### config.mk
export PLATFORM = sky130hd
export DESIGN_NAME = pc_sequencer
export DESIGN_NICKNAME = d
export VERILOG_FILES = /design/src/rtl/pc_sequencer.sv
export SDC_FILE = /design/constraint.sdc
export NUM_CORES = 1
export LEC_CHECK = 0
export CAP_MARGIN = 0
export CORE_MARGIN = 1.5
export CORE_UTILIZATION = 50
export DETAILED_ROUTE_END_ITERATION = 6
export PLACE_DENSITY = 0.87
export SLEW_MARGIN = 40
export SYNTH_ARGS = -nofsm -noshare
export SYNTH_HDL_FRONTEND = slang
export SYNTH_SLANG_ARGS = --single-unit
### constraint.sdc
create_clock -name CLK -period 4 [get_ports CLK]
set_input_delay 0.8 -clock CLK [delete_from_list [all_inputs] [get_ports CLK]]
set_output_delay 0.8 -clock CLK [all_outputs]
set_load 0.02 [all_outputs]
### src/rtl/pc_sequencer.sv
// Fetch-side PC sequencer: picks the next PC (jump > branch > pending > +4),
// buffers one redirect across non-advancing cycles, counts advances, and halts.
module pc_sequencer #(
  parameter logic [31:0] PC_INIT = 32'h00000000
) (
  input  logic        CLK,
  input  logic        RST,
  input  logic        ihit,
  input  logic        stall,
  input  logic [31:0] pc_out,
  input  logic        jump,
  input  logic [31:0] jump_target,
  input  logic        branch_taken,
  input  logic [31:0] branch_target,
  input  logic        halt,
  output logic [31:0] pc_next,
  output logic        pcWEN,
  output logic        iREN,
  output logic        halted,
  output logic [31:0] fetch_count
);

  typedef enum logic [1:0] {
    S_INIT   = 2'd0,
    S_FETCH  = 2'd1,
    S_HALTED = 2'd2
  } state_t;

  state_t      state_q, state_d;
  logic        pend_v_q, pend_v_d;
  logic [31:0] pend_t_q, pend_t_d;
  logic [31:0] cnt_q, cnt_d;

  logic        adv;
  logic        redir;
  logic [31:0] redir_tgt;
  logic [31:0] seq_pc;

  always_ff @(posedge CLK) begin
    if (RST) begin
      state_q  <= S_INIT;
      pend_v_q <= 1'b0;
      pend_t_q <= '0;
      cnt_q    <= '0;
    end else begin
      state_q  <= state_d;
      pend_v_q <= pend_v_d;
      pend_t_q <= pend_t_d;
      cnt_q    <= cnt_d;
    end
  end

  always_comb begin
    adv       = ihit & ~stall & ~halt;
    redir     = jump | branch_taken;
    redir_tgt = jump ? (jump_target & ~32'd3) : (branch_target & ~32'd3);
    seq_pc    = pc_out + 32'd4;

    state_d  = state_q;
    pend_v_d = pend_v_q;
    pend_t_d = pend_t_q;
    cnt_d    = cnt_q;
    pc_next  = pc_out;
    pcWEN    = 1'b0;
    iREN     = 1'b0;
    halted   = 1'b0;

    case (state_q)
      S_INIT: begin
        pcWEN   = 1'b1;
        pc_next = PC_INIT;
        state_d = S_FETCH;
      end
      S_FETCH: begin
        iREN    = 1'b1;
        pc_next = redir ? redir_tgt : (pend_v_q ? pend_t_q : seq_pc);
        if (halt) begin
          state_d  = S_HALTED;
          pend_v_d = 1'b0;
        end else if (adv) begin
          pcWEN    = 1'b1;
          pend_v_d = 1'b0;
          if (cnt_q != '1) cnt_d = cnt_q + 32'd1;
        end else if (redir) begin
          pend_v_d = 1'b1;
          pend_t_d = redir_tgt;
        end
      end
      S_HALTED: begin
        halted = 1'b1;
      end
      default: begin
        state_d = S_INIT;
      end
    endcase

    // Reset is synchronous for state, but outputs show INIT immediately while RST is held.
    if (RST) begin
      pcWEN   = 1'b1;
      pc_next = PC_INIT;
      iREN    = 1'b0;
      halted  = 1'b0;
    end
  end

  assign fetch_count = cnt_q;

endmodule

==> results by group, run 1 <==
Global route
  – Vias in the first global route: 6018
  – Met2 Usage GRT: 0.632
  – First-pass GRT wire length: slightly below 30000 um
  – Initial antenna violation count: 0
  – GRT Max-Usage Layer: met2
  – Met3 Resource Use GR: 0.0628
  – Gr usage total: 0.363
  – Largest net degree at the start of global routing: 46
  – GRT met1 Usage: 0.440
  – Congestion Overflow GR: 0

Setup path
  – Startpoint Class: primary input
  – Crit end category: output port
  – Critical Path RT: ~3200 ps
  – Reg2Reg Launch Point: fetch_count[20]
  – WP data arrival: slightly above 3000 ps
  – Worst reg2reg path depth: 5
  – Worst-path maximum fanout: 3
  – Slowest-stage cell, CP: or4_1
  – Crit-path max cell delay: 560 ps
  – Worst R2R End: fetch_count[27]
  – Reg2reg setup slack: around 1500 ps
  – Setup CP Type: in -> out
  – Worst path cell trace: clkdlybuf4s50_1 > ha_1 > nand3_1 > or2_2 > or4_1 > mux2i_1 > o211ai_1 > dlygate4sd2_1

Logic synthesis
  – Primary FF master, synth: dfxtp_1
  – Synth Warn #: 0
  – Mapped Cells: around 650
  – Syn nets: ~750
  – Seq/Total Area, Yosys: 0.268
  – Seq cells post-synth: 65
  – Post-synth cell types: 64
  – Mean post-synth cell area: 7.51 um^2
  – Asr flop ratio synth: 0
  – Mapped cell area: between 4000 and 5000 um^2
  – Number of synthesized flops with an enable pin: 0

STA
  – Worst-Margin Slew: about 780 ps
  – Final critical-path share of the clock period: 0.975
  – PnR worst setup slack: 98.9 ps
  – Clock Skew: approximately 19 ps
  – Final min period: 3900 ps
  – Final Hold Vio Count: 0
  – Max-slew violation count: 0
  – Worst relative slew slack: 0.478
  – F_max: 0.256 GHz
  – Final setup viols: 0
  – Hold WS: 496 ps

Route
  – Routed WL: 18500 um
  – Drt via density: between 6 and 7
  – Wirelength per Cell: approximately 19 um
  – DRT iter0 DRCs: 451
  – Drt pass-1 iters: 6
  – Via count: a little over 6k
  – Antenna Nets Post-Route: 0
  – Drc violations: 0

CTS
  – Longest Clk Path Bufs: 2
  – Clock root buffer: clkbuf_8
  – Clock Sinks: 65
  – Skew-Pair Late Insertion Delay: 370 ps
  – H-tree Lvls: 3
  – CTS clk-pin slew, worst paths: ~80 ps
  – TritonCTS clock tree: done
  – CTS Buf Count: 9

Die
  – Die height: between 100 and 150 um
  – Die width: 102 um
  – Initial Util: 0.521
  – I/O pins: 170
  – CORE AREA: a little over 9000 um^2
  – Die area: about 10000 um^2
  – Core Rows: 35

Run
  – MaxCap Viol Count: 0

Min path
  – Hold Startpoint: pend_t_q[12]
  – Tightest Hold Check Type: reg -> reg
  – Hold Crit Depth: 2
  – Worst Hold Path EP: pend_t_q[12]

Place
  – Final HPWL DP: between 10000 and 15000 um
  – RD Place Congestion: 1.04
  – Post-Place Cells: 963
  – Pre-CTS WS: -151 ps
  – Area post-placement: roughly 7000 um^2
  – Port Buffer Count: between 150 and 200

Power and ir drop
  – P per Cell Area: approximately 250 nW/um^2
  – Leak pwr: about 2.7 nW
  – Final total power: about 1.8 mW
  – Maximum vdd drop: around 210 uV

Layout
  – Layout fillers: 720
  – Post-layout net count: 950
  – Ant diodes: 0
  – Post-Layout Cell Count: roughly 980
  – Layout cells sized above 1: 0.148
  – Area growth syn-to-layout: 48.6%
  – Fin area: 7230 um^2

Status
  – Status: complete, no violations
==> critical path, delay by kind of cell <==
kind	cells	cell delay, ps
buffers and inverters	2	810
adder cells (fa/ha/maj)	1	180
multiplexers	1	170
AND/OR/NAND/NOR	3	1020
AO/OA/AOI/OAI	1	110
==> stage by stage <==
| stage | TNS, ps | utilization |
|---|---|---|
| finish | 0 | 0.775 |
| global route | -4.93 | 0.775 |
| CTS | 0 | 0.771 |
| detailed placement | -625 | 0.750 |
| global placement | -616 | 0.750 |
| floorplan | 0 | - |
==> cell usage after synthesis, types with 6 or more instances <==
master / count / area [um^2]
dfxtp_1: 65 / 1300
nor2_1: 64 / 240
nand2_1: 53 / 199
a21oi_1: 51 / 255
o21ai_0: 48 / 240
mux2i_1: 36 / 360
nand3_1: 35 / 175
clkbuf_1: 31 / 116
or3_1: 18 / 113
mux2_2: 17 / 191
nand4_1: 16 / 100
a211oi_1: 15 / 113
inv_1: 13 / 48.8
or4_1: 11 / 82.6
and4_1: 10 / 87.6
and3_1: 9 / 56.3
o31ai_1: 9 / 67.6
xnor2_1: 9 / 78.8
and2_1: 8 / 50.1
buf_2: 8 / 40.0
o22ai_1: 8 / 50.1
nor3_1: 7 / 35.0
o2bb2ai_1: 7 / 61.3
o311ai_0: 7 / 61.3
a22oi_1: 6 / 45.0
nand2b_1: 6 / 37.5
==> report_power, final <==
group	internal [mW]	switching, mW	leakage (nW)	total, mW
logic	0.254	0.260	2.07	0.515
registers	0.665	0.0144	0.526	0.679
clock network	0.293	0.306	0.100	0.599
total	1.21	0.581	2.70	1.79
==> flip-flops by register name (all words and copies together), names as in the netlist <==
signal,flops
fetch_count,32
pend_t_q,30
pend_v_q,1
state_q,2
==> cell type report <==
type	instances	area, um^2	share of cell area
Clock buffer	9	124	0.0171
Clock inverter	7	77.6	0.0107
Inverter	14	56.3	0.00779
Multi-Input combinational cell	523	3350	0.463
Sequential cell	65	1300	0.180
Tap cell	129	161	0.0223
Timing Repair Buffer	232	2160	0.299
==> layer usage <==
layer / vias up / share of wire
met2: 339 / 0.51
met4: 0 / 0.027
met1: 2886 / 0.39
met3: 46 / 0.073
li1: 2831 / -
met5: - / 0
==> cell families (layout without fill, tap and decap cells) <==
group,count (synthesis),in the layout,share of synthesized area
AOI/OAI and AO/OA,190,190,0.251
xor gates and xnor gates,13,13,0.0234
adders and majority gates,2,2,0.00514
buffers and inverters,60,262,0.0499
DFF,65,65,0.268
muxes,54,54,0.117
and+or+nand+nor,264,264,0.286
==> worst max-delay path by stage <==
| stage | start | to | slack, ps | cells after the start |
|---|---|---|---|---|
| 2_1_floorplan | RST | pc_next[24] | 570 | 4 |
| 3_3_place_gp | pc_out[2] | pc_next[28] | -160 | 8 |
| 3_5_place_dp | pc_out[2] | pc_next[28] | -150 | 8 |
| 4_1_cts | pc_out[2] | pc_next[22] | 5 | 11 |
| 5_1_grt | pc_out[2] | pc_next[28] | -4 | 8 |
| 6_report | pc_out[2] | pc_next[28] | 100 | 8 |
==> repair_timing <==
item / 4_1_cts / 5_1_grt
setup endpoints to repair: 9 / 22
gates resized for setup: 9 / 19
hold buffers: 0 / 0
buffers inserted: 0 / 0
cloned: 0 / 0
==> cell usage in the layout (no fill, tap or decap), types with 9 or more instances in the layout <==
cell type	synthesis	layout
a211oi_1	15	15
a21oi_1	51	51
and3_1	9	9
and4_1	10	10
buf_4	2	66
clkbuf_8	0	9
clkdlybuf4s50_1	0	148
dfxtp_1	65	65
inv_1	13	12
mux2_2	17	17
mux2i_1	36	36
nand2_1	53	53
nand3_1	35	35
nand4_1	16	16
nor2_1	64	61
o21ai_0	48	48
or3_1	18	18
or4_1	11	11
xnor2_1	9	9
(Power assumes the default switching activity.)
==> run 2, diff against run 1 <==
--- a/config.mk
+++ b/config.mk
@@ -6,7 +6,7 @@
 export NUM_CORES = 1
 export LEC_CHECK = 0
 export CAP_MARGIN = 0
-export CORE_MARGIN = 1.5
+export CORE_MARGIN = 2
 export CORE_UTILIZATION = 50
 export DETAILED_ROUTE_END_ITERATION = 6
 export PLACE_DENSITY = 0.87
@@ -14,3 +14,4 @@
 export SYNTH_ARGS = -nofsm -noshare
 export SYNTH_HDL_FRONTEND = slang
 export SYNTH_SLANG_ARGS = --single-unit
+export TNS_END_PERCENT = 1
==> constraint.sdc (replaced) <==
create_clock -name CLK -period 4 [get_ports CLK]
set_input_delay 0.8 -clock CLK [delete_from_list [all_inputs] [get_ports CLK]]
set_output_delay 0.8 -clock CLK [all_outputs]
set_load 0.005 [all_outputs]
==> run 2 against run 1 <==
The run now ends with negative setup slack left. Worst setup slack lost 110 ps. Count of clock-buffer cells in the layout grew 1. First-iteration DRC count shrank 0.22%. Sequential power is essentially flat. Cell area shrank 0.95%. Power shrank 5.9%. Sequential share of layout area grew 0.17 points. Utilization shrank 0.74 points. Flip-flop and latch count is the same. Clock power shrank 12%. Die area grew 2.0%. Non-clock buffer count shrank 8. Critical path type unchanged.
==> results by group, run 2 (same netlist as run 1, synthesis figures left out) <==
Route
  – Routed WL: between 15000 and 20000 um
  – Drt pass-1 iters: 6
  – Wirelength per Cell: approximately 19 um
  – Antenna Nets Post-Route: 0
  – Drt via density: about 6.3
  – Drc violations: 0
  – DRT iter0 DRCs: between 400 and 500
  – Via count: between 6k and 7k

STA
  – Worst-Margin Slew: slightly above 800 ps
  – PnR worst setup slack: -14.2 ps
  – RSZ-0062 raised after global routing: true
  – Final setup viols: 1
  – Max-slew violation count: 0
  – Setup TNS Final: -14.2 ps
  – Final Hold Vio Count: 0
  – Final critical-path share of the clock period: 1.00
  – Clock Skew: 8.84 ps
  – Worst relative slew slack: 0.463
  – Final min period: 4010 ps
  – F_max: approximately 0.25 GHz

CTS
  – Clock root buffer: clkbuf_8
  – CTS clk-pin slew, worst paths: about 70 ps
  – CTS Buf Count: 9
  – TritonCTS clock tree: done
  – # hold bufs at CTS: 0
  – Longest Clk Path Bufs: 2
  – Clock Sinks: 65
  – H-tree Lvls: 3
  – Skew-Pair Late Insertion Delay: 350 ps

Die
  – Die area: between 10000 and 15000 um^2
  – I/O pins: 170
  – Core Rows: 35
  – CORE AREA: between 9000 and 10000 um^2
  – Die width: slightly above 100 um
  – Initial Util: 0.521
  – Die height: around 100 um

Setup path
  – Startpoint Class: primary input
  – Setup CP Type: in -> out
  – WP buf/inv: 3
  – Slowest-stage cell, CP: clkdlybuf4s50_1
  – Worst reg2reg path depth: 7
  – Worst path cell trace: clkdlybuf4s50_1 > buf_4 > nand3_1 > nor2_1 > nand3_1 > o21a_1 > o2bb2ai_1 > clkdlybuf4s50_1
  – Crit end category: output port
  – Critical Path RT: approximately 3200 ps
  – Crit-path leading delay family: buffers and inverters
  – Total stage count of the critical path: 8
  – Crit-path max cell delay: between 500 and 600 ps
  – Worst-path maximum fanout: 5
  – WP data arrival: roughly 3200 ps

Layout
  – Post-layout net count: around 940
  – Max reg flops: 32
  – Most frequent cells in the layout: 157 x clkdlybuf4s50_1, 65 x dfxtp_1, 63 x nor2_1
  – Layout cells sized above 1: 0.143
  – Ant diodes: 0
  – Most common cell after layout, fill and taps aside: clkdlybuf4s50_1
  – Post-Layout Cell Count: approximately 970
  – Layout fillers: 721
  – Area growth syn-to-layout: 47.2%

Place
  – RD Place Congestion: about 0.94
  – Final HPWL DP: 13900 um
  – Port Buffer Count: roughly 170
  – Post-Place Cells: 954

Min path
  – Tightest Hold Check Type: reg -> reg
  – Hold Crit Depth: 2

Global route
  – Gr usage total: 0.339
  – Initial antenna violation count: 0
  – First-pass GRT wire length: around 28000 um
  – Congestion Overflow GR: 0
  – Vias in the first global route: 5754
  – Largest net degree at the start of global routing: between 70 and 80

Power and ir drop
  – Final total power: 1.69 mW
  – P per Cell Area: 236 nW/um^2
  – Leak pwr: roughly 2.6 nW
  – Maximum vdd drop: 164 uV

Status
  – Status: complete, but fails checks
  – Violated checks: negative setup slack

Run
  – MaxCap Viol Count: 0
## run 2: tightest hold or removal path, cell delays in order (launching register included)
cell	delay, ps
dfxtp_1	330
mux2i_1	60
nor2_1	70
## run 2: cell type report
cell class,instances,area (um^2),area share
multi-input combinational,523,3360,0.470
timing repair buffer,224,2100,0.293
sequential,65,1300,0.182
tap,129,161,0.0225
clock buffer,10,128,0.0178
inverter,14,60.1,0.00839
clock inverter,6,51.3,0.00716
## run 2: stage by stage
stage               utilization  setup WS [ps]  cell area (um^2)  hold slack [ps]
detailed placement        0.742          -72.9              6920              480
CTS                       0.762          -79.1              7110              500
floorplan                     -            923              4860              454
global placement          0.742          -66.1              6920              469
global route              0.768          -85.7              7160              522
finish                    0.768          -14.2              7160              496
## run 2: path summary, 6_finish.rpt
check            startpoint         endpoint  slack, ps
max               pc_out[9]      pc_next[15]        -10
min            pend_t_q[11]     pend_t_q[11]        500
max reg2reg  fetch_count[0]  fetch_count[29]       1500
min reg2reg    pend_t_q[11]     pend_t_q[11]        500
## run 2: timing repair
action | 4_1_cts | 5_1_grt
buffers inserted | 0 | 1
hold endpoints to repair | 0 | 0
pin swaps | 0 | 1
endpoints found under the setup margin | 6 | 18
gates cloned | 0 | 0
resized for setup | 3 | 17
## run 2: where the power goes
group          leakage (nW)  internal [mW]  switching, mW
clock network        0.0875          0.233          0.295
registers             0.526          0.665         0.0120
logic                  1.99          0.254          0.229
## run 2: layer usage
layer	global-route usage	part of all wire	vias to the layer above
met4	0.121	0.029	0
met5	0	0	-
met2	0.583	0.49	367
met3	0.0502	0.089	52
met1	0.431	0.39	2888
li1	-	-	2821
==> run 3, diff against run 2 <==
--- a/config.mk
+++ b/config.mk
@@ -7,9 +7,10 @@
 export LEC_CHECK = 0
 export CAP_MARGIN = 0
 export CORE_MARGIN = 2
-export CORE_UTILIZATION = 50
+export CORE_UTILIZATION = 41
 export DETAILED_ROUTE_END_ITERATION = 6
-export PLACE_DENSITY = 0.87
+export PLACE_DENSITY = 0.74
+export REMOVE_ABC_BUFFERS = 1
 export SLEW_MARGIN = 40
 export SYNTH_ARGS = -nofsm -noshare
 export SYNTH_HDL_FRONTEND = slang
==> run 3 against run 2 <==
The run ends with design-rule violations, negative setup slack left. Fmax increased by 0.26%. Largest power group is now the clock network. Combinational power shrank 2%. Worst setup slack gained 10 ps.
==> results by group, run 3 (same netlist as run 1, synthesis figures left out) <==
CTS
  – TritonCTS clock tree: done
  – CTS clk-pin slew, worst paths: 50 ps
  – H-tree Lvls: 3
  – Clock Sinks: 65
  – Post-CTS setup buffer count: 0
  – CTS Buf Count: 9
  – Clock root buffer: clkbuf_16
  – Longest Clk Path Bufs: 2
  – Skew-Pair Late Insertion Delay: 330 ps

Route
  – Via count: about 6k
  – Wirelength per Cell: between 15 and 20 um
  – Routed WL: 17800 um
  – Antenna Nets Post-Route: 0
  – Drt pass-1 iters: 7
  – Drc violations: 17
  – DRT iter0 DRCs: ~510
  – Drt via density: 6.01

Die
  – I/O pins: 170
  – CORE AREA: 11500 um^2
  – Initial Util: 0.422
  – Core Rows: 39
  – Die height: between 100 and 150 um
  – Die width: about 110 um
  – Die area: around 13000 um^2

Layout
  – Most frequent cells in the layout: 159 x clkdlybuf4s50_1, 65 x dfxtp_1, 64 x nor2_1
  – Max reg flops: 32
  – Layout cells sized above 1: 0.130
  – Post-layout net count: 933
  – Area growth syn-to-layout: 48.8%
  – Ant diodes: 0
  – Most common cell after layout, fill and taps aside: clkdlybuf4s50_1
  – Post-Layout Cell Count: 976

Power and ir drop
  – Leak pwr: about 2.6 nW
  – Final total power: a little under 2 mW
  – P per Cell Area: around 270 nW/um^2
  – Maximum vdd drop: 193 uV

Setup path
  – Startpoint Class: primary input
  – Reg2reg setup slack: 1510 ps
  – Critical Path RT: about 3200 ps
  – Worst-path maximum fanout: 7
  – Crit end category: output port
  – WP data arrival: between 3000 and 4000 ps
  – Setup CP Type: in -> out
  – Worst R2R End: fetch_count[31]
  – Reg2Reg Launch Point: fetch_count[1]
  – Worst reg2reg path depth: 7

Place
  – RD Place Congestion: roughly 0.90
  – Pre-CTS WS: -72.0 ps
  – Post-Place Cells: 960
  – Port Buffer Count: around 170
  – Final HPWL DP: 13100 um

STA
  – Worst relative slew slack: 0.561
  – Final Hold Vio Count: 0
  – Final min period: approximately 4000 ps
  – PnR worst setup slack: -3.70 ps
  – F_max: 0.250 GHz
  – Max-slew violation count: 0
  – Final critical-path share of the clock period: 1.00
  – Worst-Margin Slew: ~660 ps
  – RSZ-0062 raised after global routing: true
  – Final setup viols: 1
  – Clock Skew: 10.8 ps

Min path
  – Worst Hold Path EP: pend_t_q[11]
  – Hold Crit Depth: 2
  – Hold Startpoint: pend_t_q[11]
  – Tightest Hold Check Type: reg -> reg

Global route
  – Largest net degree at the start of global routing: roughly 50
  – Vias in the first global route: between 5k and 6k
  – Congestion Overflow GR: 0
  – Gr usage total: 0.271
  – First-pass GRT wire length: around 28000 um
  – Initial antenna violation count: 0

Status
  – Status: complete, but fails checks
  – Violated checks: design-rule violations, negative setup slack

Run
  – MaxCap Viol Count: 0
[run 3: cell types whose count changed in the layout (fill, tap and decap cells not counted), moves of 2 or more]
cell / previous run / this run
clkdlybuf4s50_1: 157 / 159
clkinv_4: 3 / 0
clkbuf_8: 9 / 1
buf_4: 59 / 49
dlygate4sd2_1: 1 / 3
dlymetal6s2s_1: 5 / 1
clkbuf_16: 0 / 9
[run 3: layer usage]
metal / wire length (um) / track usage
met1: 7450 / 0.350
met2: 8510 / 0.464
met3: 1640 / 0.0562
met4: 205 / 0.0732
met5: 0 / 0
[run 3: worst max path at each step]
stage / depth (start not counted) / to / from / slack [ps]
CTS: 7 / pc_next[25] / pc_out[16] / 2
finish: 10 / pc_next[18] / pc_out[3] / -4
global route: 10 / pc_next[18] / pc_out[3] / -70
global placement: 9 / pc_next[30] / pc_out[2] / -90
detailed placement: 9 / pc_next[30] / pc_out[3] / -70
floorplan: 3 / pend_t_q[15] / branch_taken / -1760
[run 3: power breakdown]
group          internal [mW]  total [mW]  leakage [nW]  switching [mW]
sequential             0.666       0.679         0.526          0.0130
combinational          0.251       0.471          1.91           0.220
clock                  0.500       0.802         0.141           0.302
total                   1.42        1.95          2.58           0.535
[run 3: final cells by class]
| type | instances | area (um^2) |
|---|---|---|
| Fill cell | 1035 | 4280 |
| Multi-Input combinational cell | 523 | 3370 |
| Timing Repair Buffer | 215 | 2030 |
| Sequential cell | 65 | 1300 |
| Clock buffer | 10 | 239 |
| Tap cell | 143 | 179 |
| Clock inverter | 6 | 66.3 |
| Inverter | 14 | 52.6 |
[run 3: critical path, stage by stage]
cell and delay (ps):
clkdlybuf4s50_1 490, ha_1 200, nand3_2 110, buf_4 180, nor4_4 310, buf_4 220, nand2_1 80, xnor2_1 130
a21o_1 170, clkdlybuf4s50_1 510
[run 3: through the flow]
stage	hold slack, ps	area, um^2	util	setup TNS (ps)
5_1_grt	517	7240	0.629	-120
3_5_place_dp	480	6890	0.598	-214
2_1_floorplan	454	4670	-	-50480
3_3_place_gp	469	6890	0.598	-184
6_report	489	7240	0.629	-3.70
4_1_cts	495	7200	0.626	0
[run 3: timing repair]
action                     in CTS  in global routing
gates resized for setup         5                  9
hold buffers                    0                  0
setup endpoints to repair       4                 17
pin swaps                       0                  1
